--- config.mk ---
export PLATFORM = sky130hd
export DESIGN_NAME = oled128_spi_seq
export DESIGN_NICKNAME = d
export VERILOG_FILES = /design/src/rtl/oled128_spi_seq.sv
export SDC_FILE = /design/constraint.sdc
export NUM_CORES = 1
export LEC_CHECK = 0
export BUFFER_PORTS_ARGS = -buffer_cell sky130_fd_sc_hd__buf_2
export CORE_MARGIN = 2
export CORE_UTILIZATION = 54
export DETAILED_ROUTE_END_ITERATION = 8
export PLACE_DENSITY = 0.8
export SYNTH_ARGS = -nofsm -noshare
export SYNTH_HDL_FRONTEND = slang
export SYNTH_SLANG_ARGS = --single-unit
--- constraint.sdc ---
create_clock -name clk -period 2.3 [get_ports clk]
set_input_delay 0.345 -clock clk [delete_from_list [all_inputs] [get_ports clk]]
set_output_delay 0.345 -clock clk [all_outputs]
set_load 0.02 [all_outputs]
--- src/rtl/oled128_spi_seq.sv ---
// Purpose : sequences the OLED128 panel over PMOD JB: timed hardware reset, then
//           byte-wise SPI mode-0 transmission with a per-byte DC (command/data) select.
// Latency : a byte occupies 17*CLK_DIV cycles from acceptance to the next tx_ready;
//           SCK first rises CLK_DIV cycles after acceptance.
// Backpressure: tx_ready is high only in READY; the byte is taken on tx_valid & tx_ready,
//           and tx_valid in any other state is dropped (no queueing).
//
// Ports:
//   clk, rst          system clock, synchronous active-high reset
//   start_init        one-cycle pulse: start/restart the panel reset sequence
//   tx_valid/tx_ready byte handshake; tx_data (MSB first) and tx_dc sampled on acceptance
//   init_done         panel reset sequence complete
//   oled_rst/oled_dc/oled_cs_n/oled_sck/oled_mosi  panel pins, all driven from flops
//   status            {16'hC0DE, 8'd0, byte_count[3:0], state[3:0]}
module oled128_spi_seq #(
  parameter int CLK_DIV         = 4,
  parameter int RST_LOW_CYCLES  = 1000,
  parameter int RST_WAIT_CYCLES = 5000
) (
  input  logic        clk,
  input  logic        rst,
  input  logic        start_init,
  input  logic        tx_valid,
  input  logic [7:0]  tx_data,
  input  logic        tx_dc,
  output logic        tx_ready,
  output logic        init_done,
  output logic        oled_rst,
  output logic        oled_dc,
  output logic        oled_cs_n,
  output logic        oled_sck,
  output logic        oled_mosi,
  output logic [31:0] status
);

  localparam int MAX_AB = (RST_LOW_CYCLES > RST_WAIT_CYCLES) ? RST_LOW_CYCLES : RST_WAIT_CYCLES;
  localparam int MAXP   = (MAX_AB > CLK_DIV) ? MAX_AB : CLK_DIV;
  localparam int CW     = $clog2(MAXP + 1);

  // RST_LOW is entered on the start_init edge and leaves when the counter reaches
  // RST_LOW_CYCLES, so the pin reads low for RST_LOW_CYCLES edges after the start edge.
  localparam logic [CW-1:0] LOW_LAST  = CW'(RST_LOW_CYCLES);
  localparam logic [CW-1:0] WAIT_LAST = CW'(RST_WAIT_CYCLES - 1);
  localparam logic [CW-1:0] DIV_LAST  = CW'(CLK_DIV - 1);
  // GAP ends one cycle early so tx_ready is visible at the edge where cs_n has been
  // high for CLK_DIV cycles, letting a held tx_valid start the next byte right there.
  localparam logic [CW-1:0] GAP_LAST  = CW'((CLK_DIV > 1) ? CLK_DIV - 2 : 0);

  typedef enum logic [3:0] {
    S_HOLD     = 4'd0,
    S_RST_LOW  = 4'd1,
    S_RST_WAIT = 4'd2,
    S_READY    = 4'd3,
    S_SHIFT    = 4'd4,
    S_GAP      = 4'd5
  } state_t;

  state_t         state, state_nxt;
  logic [CW-1:0]  cnt, cnt_nxt;
  logic [3:0]     half, half_nxt;        // SCK half-period index 0..15 within a byte
  logic [7:0]     sreg, sreg_nxt;
  logic [3:0]     byte_count, byte_count_nxt;
  logic           tx_ready_nxt, init_done_nxt;
  logic           oled_rst_nxt, oled_dc_nxt, oled_cs_n_nxt, oled_sck_nxt, oled_mosi_nxt;
  logic           restart_ok;

  assign status = {16'hC0DE, 8'd0, byte_count, state};

  // A byte in flight always completes, so start_init is only honoured outside SHIFT/GAP.
  assign restart_ok = (state != S_SHIFT) && (state != S_GAP);

  always_ff @(posedge clk) begin
    if (rst) begin
      state      <= S_HOLD;
      cnt        <= '0;
      half       <= '0;
      sreg       <= '0;
      byte_count <= '0;
      tx_ready   <= 1'b0;
      init_done  <= 1'b0;
      oled_rst   <= 1'b0;
      oled_dc    <= 1'b0;
      oled_cs_n  <= 1'b1;
      oled_sck   <= 1'b0;
      oled_mosi  <= 1'b0;
    end else begin
      state      <= state_nxt;
      cnt        <= cnt_nxt;
      half       <= half_nxt;
      sreg       <= sreg_nxt;
      byte_count <= byte_count_nxt;
      tx_ready   <= tx_ready_nxt;
      init_done  <= init_done_nxt;
      oled_rst   <= oled_rst_nxt;
      oled_dc    <= oled_dc_nxt;
      oled_cs_n  <= oled_cs_n_nxt;
      oled_sck   <= oled_sck_nxt;
      oled_mosi  <= oled_mosi_nxt;
    end
  end

  always_comb begin
    state_nxt      = state;
    cnt_nxt        = cnt;
    half_nxt       = half;
    sreg_nxt       = sreg;
    byte_count_nxt = byte_count;
    tx_ready_nxt   = tx_ready;
    init_done_nxt  = init_done;
    oled_rst_nxt   = oled_rst;
    oled_dc_nxt    = oled_dc;
    oled_cs_n_nxt  = oled_cs_n;
    oled_sck_nxt   = oled_sck;
    oled_mosi_nxt  = oled_mosi;

    if (start_init && restart_ok) begin
      // Takes priority over tx_valid in READY.
      state_nxt     = S_RST_LOW;
      cnt_nxt       = '0;
      oled_rst_nxt  = 1'b0;
      tx_ready_nxt  = 1'b0;
      init_done_nxt = 1'b0;
    end else begin
      case (state)
        S_HOLD: begin
          oled_rst_nxt = 1'b0;
          tx_ready_nxt = 1'b0;
        end

        S_RST_LOW: begin
          if (cnt == LOW_LAST) begin
            state_nxt    = S_RST_WAIT;
            cnt_nxt      = '0;
            oled_rst_nxt = 1'b1;
          end else begin
            cnt_nxt = cnt + 1'b1;
          end
        end

        S_RST_WAIT: begin
          if (cnt == WAIT_LAST) begin
            state_nxt     = S_READY;
            cnt_nxt       = '0;
            tx_ready_nxt  = 1'b1;
            init_done_nxt = 1'b1;
          end else begin
            cnt_nxt = cnt + 1'b1;
          end
        end

        S_READY: begin
          if (tx_valid) begin
            state_nxt     = S_SHIFT;
            cnt_nxt       = '0;
            half_nxt      = '0;
            sreg_nxt      = tx_data;
            oled_dc_nxt   = tx_dc;
            oled_cs_n_nxt = 1'b0;
            oled_sck_nxt  = 1'b0;
            oled_mosi_nxt = tx_data[7];
            tx_ready_nxt  = 1'b0;
          end
        end

        S_SHIFT: begin
          if (cnt == DIV_LAST) begin
            cnt_nxt      = '0;
            half_nxt     = half + 4'd1;
            oled_sck_nxt = ~oled_sck;
            // Odd half index = falling edge of SCK.
            if (half[0]) begin
              if (half == 4'd15) begin
                oled_cs_n_nxt = 1'b1;
                oled_sck_nxt  = 1'b0;
                if (CLK_DIV == 1) begin
                  // Single-cycle gap: the cs_n-high cycle is the one after this edge.
                  state_nxt      = S_READY;
                  tx_ready_nxt   = 1'b1;
                  byte_count_nxt = byte_count + 4'd1;
                end else begin
                  state_nxt = S_GAP;
                end
              end else begin
                sreg_nxt      = {sreg[6:0], 1'b0};
                oled_mosi_nxt = sreg[6];
              end
            end
          end else begin
            cnt_nxt = cnt + 1'b1;
          end
        end

        S_GAP: begin
          if (cnt == GAP_LAST) begin
            state_nxt      = S_READY;
            cnt_nxt        = '0;
            tx_ready_nxt   = 1'b1;
            byte_count_nxt = byte_count + 4'd1;
          end else begin
            cnt_nxt = cnt + 1'b1;
          end
        end

        default: begin
          state_nxt = S_HOLD;
        end
      endcase
    end
  end

endmodule

[Yosys cells after proc, flatten, opt, wreduce, memory -nomap -nowiden]
Cells that the tools add are included.
Word-level totals
  register bits after elaboration: 39
  logic and storage cells: 108
Operators by class
  add/subtract/negate cells: 3
  equality and inequality tests: 28
  mux-type cells: 42
  bitwise gates (word level): 3
  reductions and logical operators: 19
Operators by type and width (count)
  13-bit two-way mux: 5
  13-bit one-hot mux with 5 select lines: 1
  4-bit two-way mux: 9
  7-bit two-way mux: 4
  13-bit by 2-bit == test with 1-bit output (second input constant): 2
  4-bit one-hot mux with 6 select lines: 1
  3-bit != test (second input constant): 7
  2-bit != test (second input constant): 9
  8-bit AND reduction: 2
  1-bit two-way mux: 15
  7-bit one-hot mux with 2 select lines: 1
  13-bit by 1-bit adder with 13-bit output (second input constant): 1
  13-bit by 10-bit == test with 1-bit output (second input constant): 1
  13-bit == test (second input constant): 1
  6-bit AND reduction: 2
  4-bit by 1-bit adder with 4-bit output (second input constant): 2
  4-bit by 2-bit == test with 1-bit output (second input constant): 2
  4-bit by 3-bit == test with 1-bit output (second input constant): 2
  4-bit by 3-bit != test with 1-bit output (second input constant): 2
  1-bit one-hot mux with 2 select lines: 4
  4-bit one-hot mux with 2 select lines: 1
  4-bit AND reduction: 2
  2-bit AND reduction: 3
  3-bit AND reduction: 2
  10 further kinds: 14

[Longest topological paths before layout]
  depth in word-level cells: 6
  gate-level depth with buffers: 8
  gate-level depth less buffers: 7

[Worst setup path after synthesis]
No wires, ideal clock.
  kind: flip-flop to flip-flop
  start: reg state[2]
  end: reg oled_mosi
  library setup time: 0.091 ns
  arrival: 1.693 ns
  data required time: 2.209 ns
  setup slack: 0.516 ns
  cell stages (with the launch flop): 8
  path buffers: 2
  clock period less this slack: 1.784 ns
  cells stage by stage: dfxtp_1 buf_2 nor3b_2 nand4b_1 o21bai_2 buf_6 nor2_1 a311oi_1
On the way
  word-level cells in the longest chain between the ends: 5
  elaborated cells on any way between the ends: 14
  those cells by class: 8 x eq/ne; 1 x mux; 1 x bitwise; 4 x reduce/logical
RTL lines
  start: declaration: line 58  | state_t state, state_nxt;
  start signal: assignment: line 87  | state <= state_nxt;
  4-bit by 3-bit != test with 1-bit output: line 70  | assign restart_ok = (state != S_SHIFT) && (state != S_GAP);
  1-bit logical AND: line 70
  1-bit logical AND: line 116  | if (start_init && restart_ok) begin
  1-bit NOT (no line)
  6-bit AND reduction (no line)
  end signal: assignment: line 98  | oled_mosi <= oled_mosi_nxt;
  end: declaration: line 32  | output logic oled_mosi,
Several ways; a longest one is shown, not always the timed one.
A chain may end at the register's enable or synchronous reset.

[Worst setup path after layout]
  start: reg cnt[2]
  end: reg cnt[2]
On the way
  word-level cells in the longest chain between the ends: 3
  elaborated cells on any way between the ends: 10
  those cells by class: 1 x add/sub; 4 x eq/ne; 5 x mux
RTL lines
  start: declaration: line 59  | logic [CW-1:0] cnt, cnt_nxt;
  start signal: assignment: line 88  | cnt <= cnt_nxt;
  13-bit by 1-bit adder with 13-bit output, or another cell as far along
  13-bit two-way mux (on tied branches)
  13-bit one-hot mux with 5 select lines (*): line 124  | case (state)
Mark *: on every way between the ends. The rest lies on a longest branch, timed or not.

==> summary.md <==
| Metric | Value |
|---|---|
| Status | finished clean |
| Setup TNS | 0 ps |
| Ports | 52 |
| Tightest Pin Transition | 566 ps |
| Nets@finish | 311 |
| Final ANT Viol Nets | 0 |
| Finished Cell Area | 2400 µm² |
| Asr flop ratio synth | 0% |
| Post-synth EDFFs | 0 |
| Syn_area_per_cell | 8.34 µm² |
| GR Util All Layers | 20.6% |
| Final Skew | 7.27 ps |
| First-pass GRT wire length | 7200 µm |
| Min-Delay Startpoint | tx_dc |
| Mapped Area | 2250 µm² |
| IO buf count | 26 |
| Crit path DAT | 2200 ps |
| Root Buffer | clkbuf_8 |
| WP data required | 2450 ps |
| Die Y | 68.6 µm |
| Internal reg-to-reg setup slack | 250 ps |
| Filler Cells Inserted | 386 |
| CTS tree | built |
| Gpl congestion | 0.880 |
| Cell variety after synth | 55 |
| Length of the first detailed-routing pass in iterations | 5 |
| Tcrit/Tclk final | 89.1% |
| Antenna Diode Count | 0 |
| CTS buffer count | 5 |
| Max Buffers Root-to-Sink | 2 |
| Hold Path Sink | oled_dc |
| Clock latency on the worst-skew pair | 290 ps |
| Full die area | 4700 µm² |
| DRT Wirelength | 4440 µm |
| Initial Util | 56.3% |
| Post-DP Area | 2310 µm² |
| Hold Path Depth | 3 |
| Core Util, Final | 60.1% |
| # rows | 23 |
| PwrDens | 510 nW/µm² |
| Post-synthesis sequential area ratio | 33.8% |
| Max IR drop VDD | 0.297 mV |
| Hold Buf Count CTS | 0 |
| Vias in the first global route | 1602 |
| Critical path endpoint category | flip-flop |
| Most frequent cells in the layout | dfxtp_1 (38), nor2_1 (32), buf_2 (26), conb_1 (25), nand2_1 (18) |
| 1st-iter DRT viols | 124 |
| Cells after Synth | 270 |
| Width of the die | 68.6 µm |
| Slew HR | 62.2% |
| GRT overflow | 0 |
| Top FF cell, synth | dfxtp_1 |
| Most common cell after layout, fill and taps aside | dfxtp_1 |
| Crit-path max FO | 11 |
| Fmax | 488 MHz |
| Share of cells above drive strength 1 | 16.7% |
| Maximum Capacitance Violations | 0 |
| Via/cell ratio | 5.50 |
| Setup violators final | 0 |
| Synthesis-to-layout area growth | 6.78% |
| Routed via count | 1888 |
| Setup WS post-layout | 251 ps |
| Setup bufs post-CTS | 0 |
| Residual DRC | 0 |
| CTS sink count | 38 |
| Max-slew violation count | 0 |
| Worst slack, placed | 273 ps |
| Leakage | 0.000939 µW |
| # resized after CTS | 0 |
| Min cycle time layout | 2050 ps |
| FF-to-FF path depth | 5 |
| Post-DP HPWL | 3250 µm |
| Setup CP Type | flip-flop to flip-flop |
| Worst r2r src | cnt[2] |
| Fin. Hold Viols | 0 |
| RR Endpoint | cnt[2] |
| Crit start category | flip-flop |
| Yosys Warn Count | 0 |
| H-tree depth | 2 |
| Largest net degree at the start of global routing | 23 |
| Hold/Removal Path Class | primary input to flip-flop |
| Unrepaired setup endpoints after global routing | no |
| FF+latch count, synth | 38 |
| DR WL/cell | 13.0 µm |
| Clk slew on worst S/H paths | 70 ps |
| Antenna violations before repair | 0 |
| Core footprint | 4000 µm² |
layer usage:
metal / track usage [%] / vias to the layer above / part of all wire, %
li1: - / 949 / -
met1: 28.4 / 842 / 47
met2: 29.7 / 92 / 43
met3: 5.52 / 5 / 8.9
met4: 9.25 / 0 / 1.7
met5: 0 / - / 0
worst max path at each step:
stage	startpoint	to	depth (start not counted)
floorplan	state[2]	oled_mosi	7
global placement	half[0]	sreg[1]	6
detailed placement	cnt[2]	cnt[2]	5
CTS	cnt[2]	cnt[2]	5
global route	cnt[1]	cnt[6]	5
finish	cnt[2]	cnt[2]	5
where the power goes:
group          internal (µW)  total, µW  switching (µW)
combinational           22.0       94.6            72.6
sequential               660        664            4.51
clock                    242        468             226
total                    923       1230             303
through the flow:
step                std cells  total power [µW]  hold WS (ps)
detailed placement        335               773           454
floorplan                 293               784           454
global route              343              1270           337
global placement          335               773           461
finish                    343              1230           314
CTS                       343              1240           313
logic make-up after synthesis:
group | count (synthesis) | share of synthesized area (%)
compound gates | 56 | 17.3
xor+xnor | 14 | 5.44
other cells | 2 | 0.333
flops | 38 | 33.8
buf+inv | 45 | 12.7
fa+ha+maj | 6 | 3.33
simple gates | 106 | 25.8
mux | 3 | 1.33
critical path, stage by stage, from the launching register on:
cell and delay [ps]:
dfxtp_1 370, nor4_2 310, nand4b_1 250, o32a_1 440
o211ai_2 440, nor2_1 100
sequential cells by signal, indices dropped and copies added, names as in the netlist:
register / cells
cnt: 13
oled_dc: 1
init_done: 1
oled_rst: 1
oled_cs_n: 1
half: 4
sreg: 7
byte_count: 4
oled_mosi: 1
tx_ready: 1
oled_sck: 1
state: 3
synth_stat cells (all sizes together), types with 3 or more instances:
master | n | area, µm²
a21oi | 12 | 60.1
a311oi | 7 | 61.3
a31oi | 4 | 25.0
and2 | 4 | 25.0
and3 | 6 | 37.5
buf | 33 | 240
clkbuf | 8 | 30.0
dfxtp | 38 | 761
ha | 6 | 75.1
inv | 4 | 15.0
mux2i | 3 | 30.0
nand2 | 18 | 67.6
nand3 | 10 | 50.1
nand4 | 8 | 50.1
nand4b | 3 | 26.3
nor2 | 32 | 120
nor2b | 4 | 25.0
nor3 | 7 | 50.1
o21ai | 12 | 60.1
xnor2 | 3 | 26.3
xor2 | 11 | 96.3
cell type report:
class,instances,area (µm²),share of cell area (%)
well taps,50,62.6,2.60
inverters,4,15.0,0.624
flip-flops and latches,38,761,31.6
multi-input cells,210,1290,53.7
repair buffers,33,183,7.60
clock inverters,1,5.00,0.208
clock buffers,7,86.3,3.59
Power figures use the tool's default switching activity.
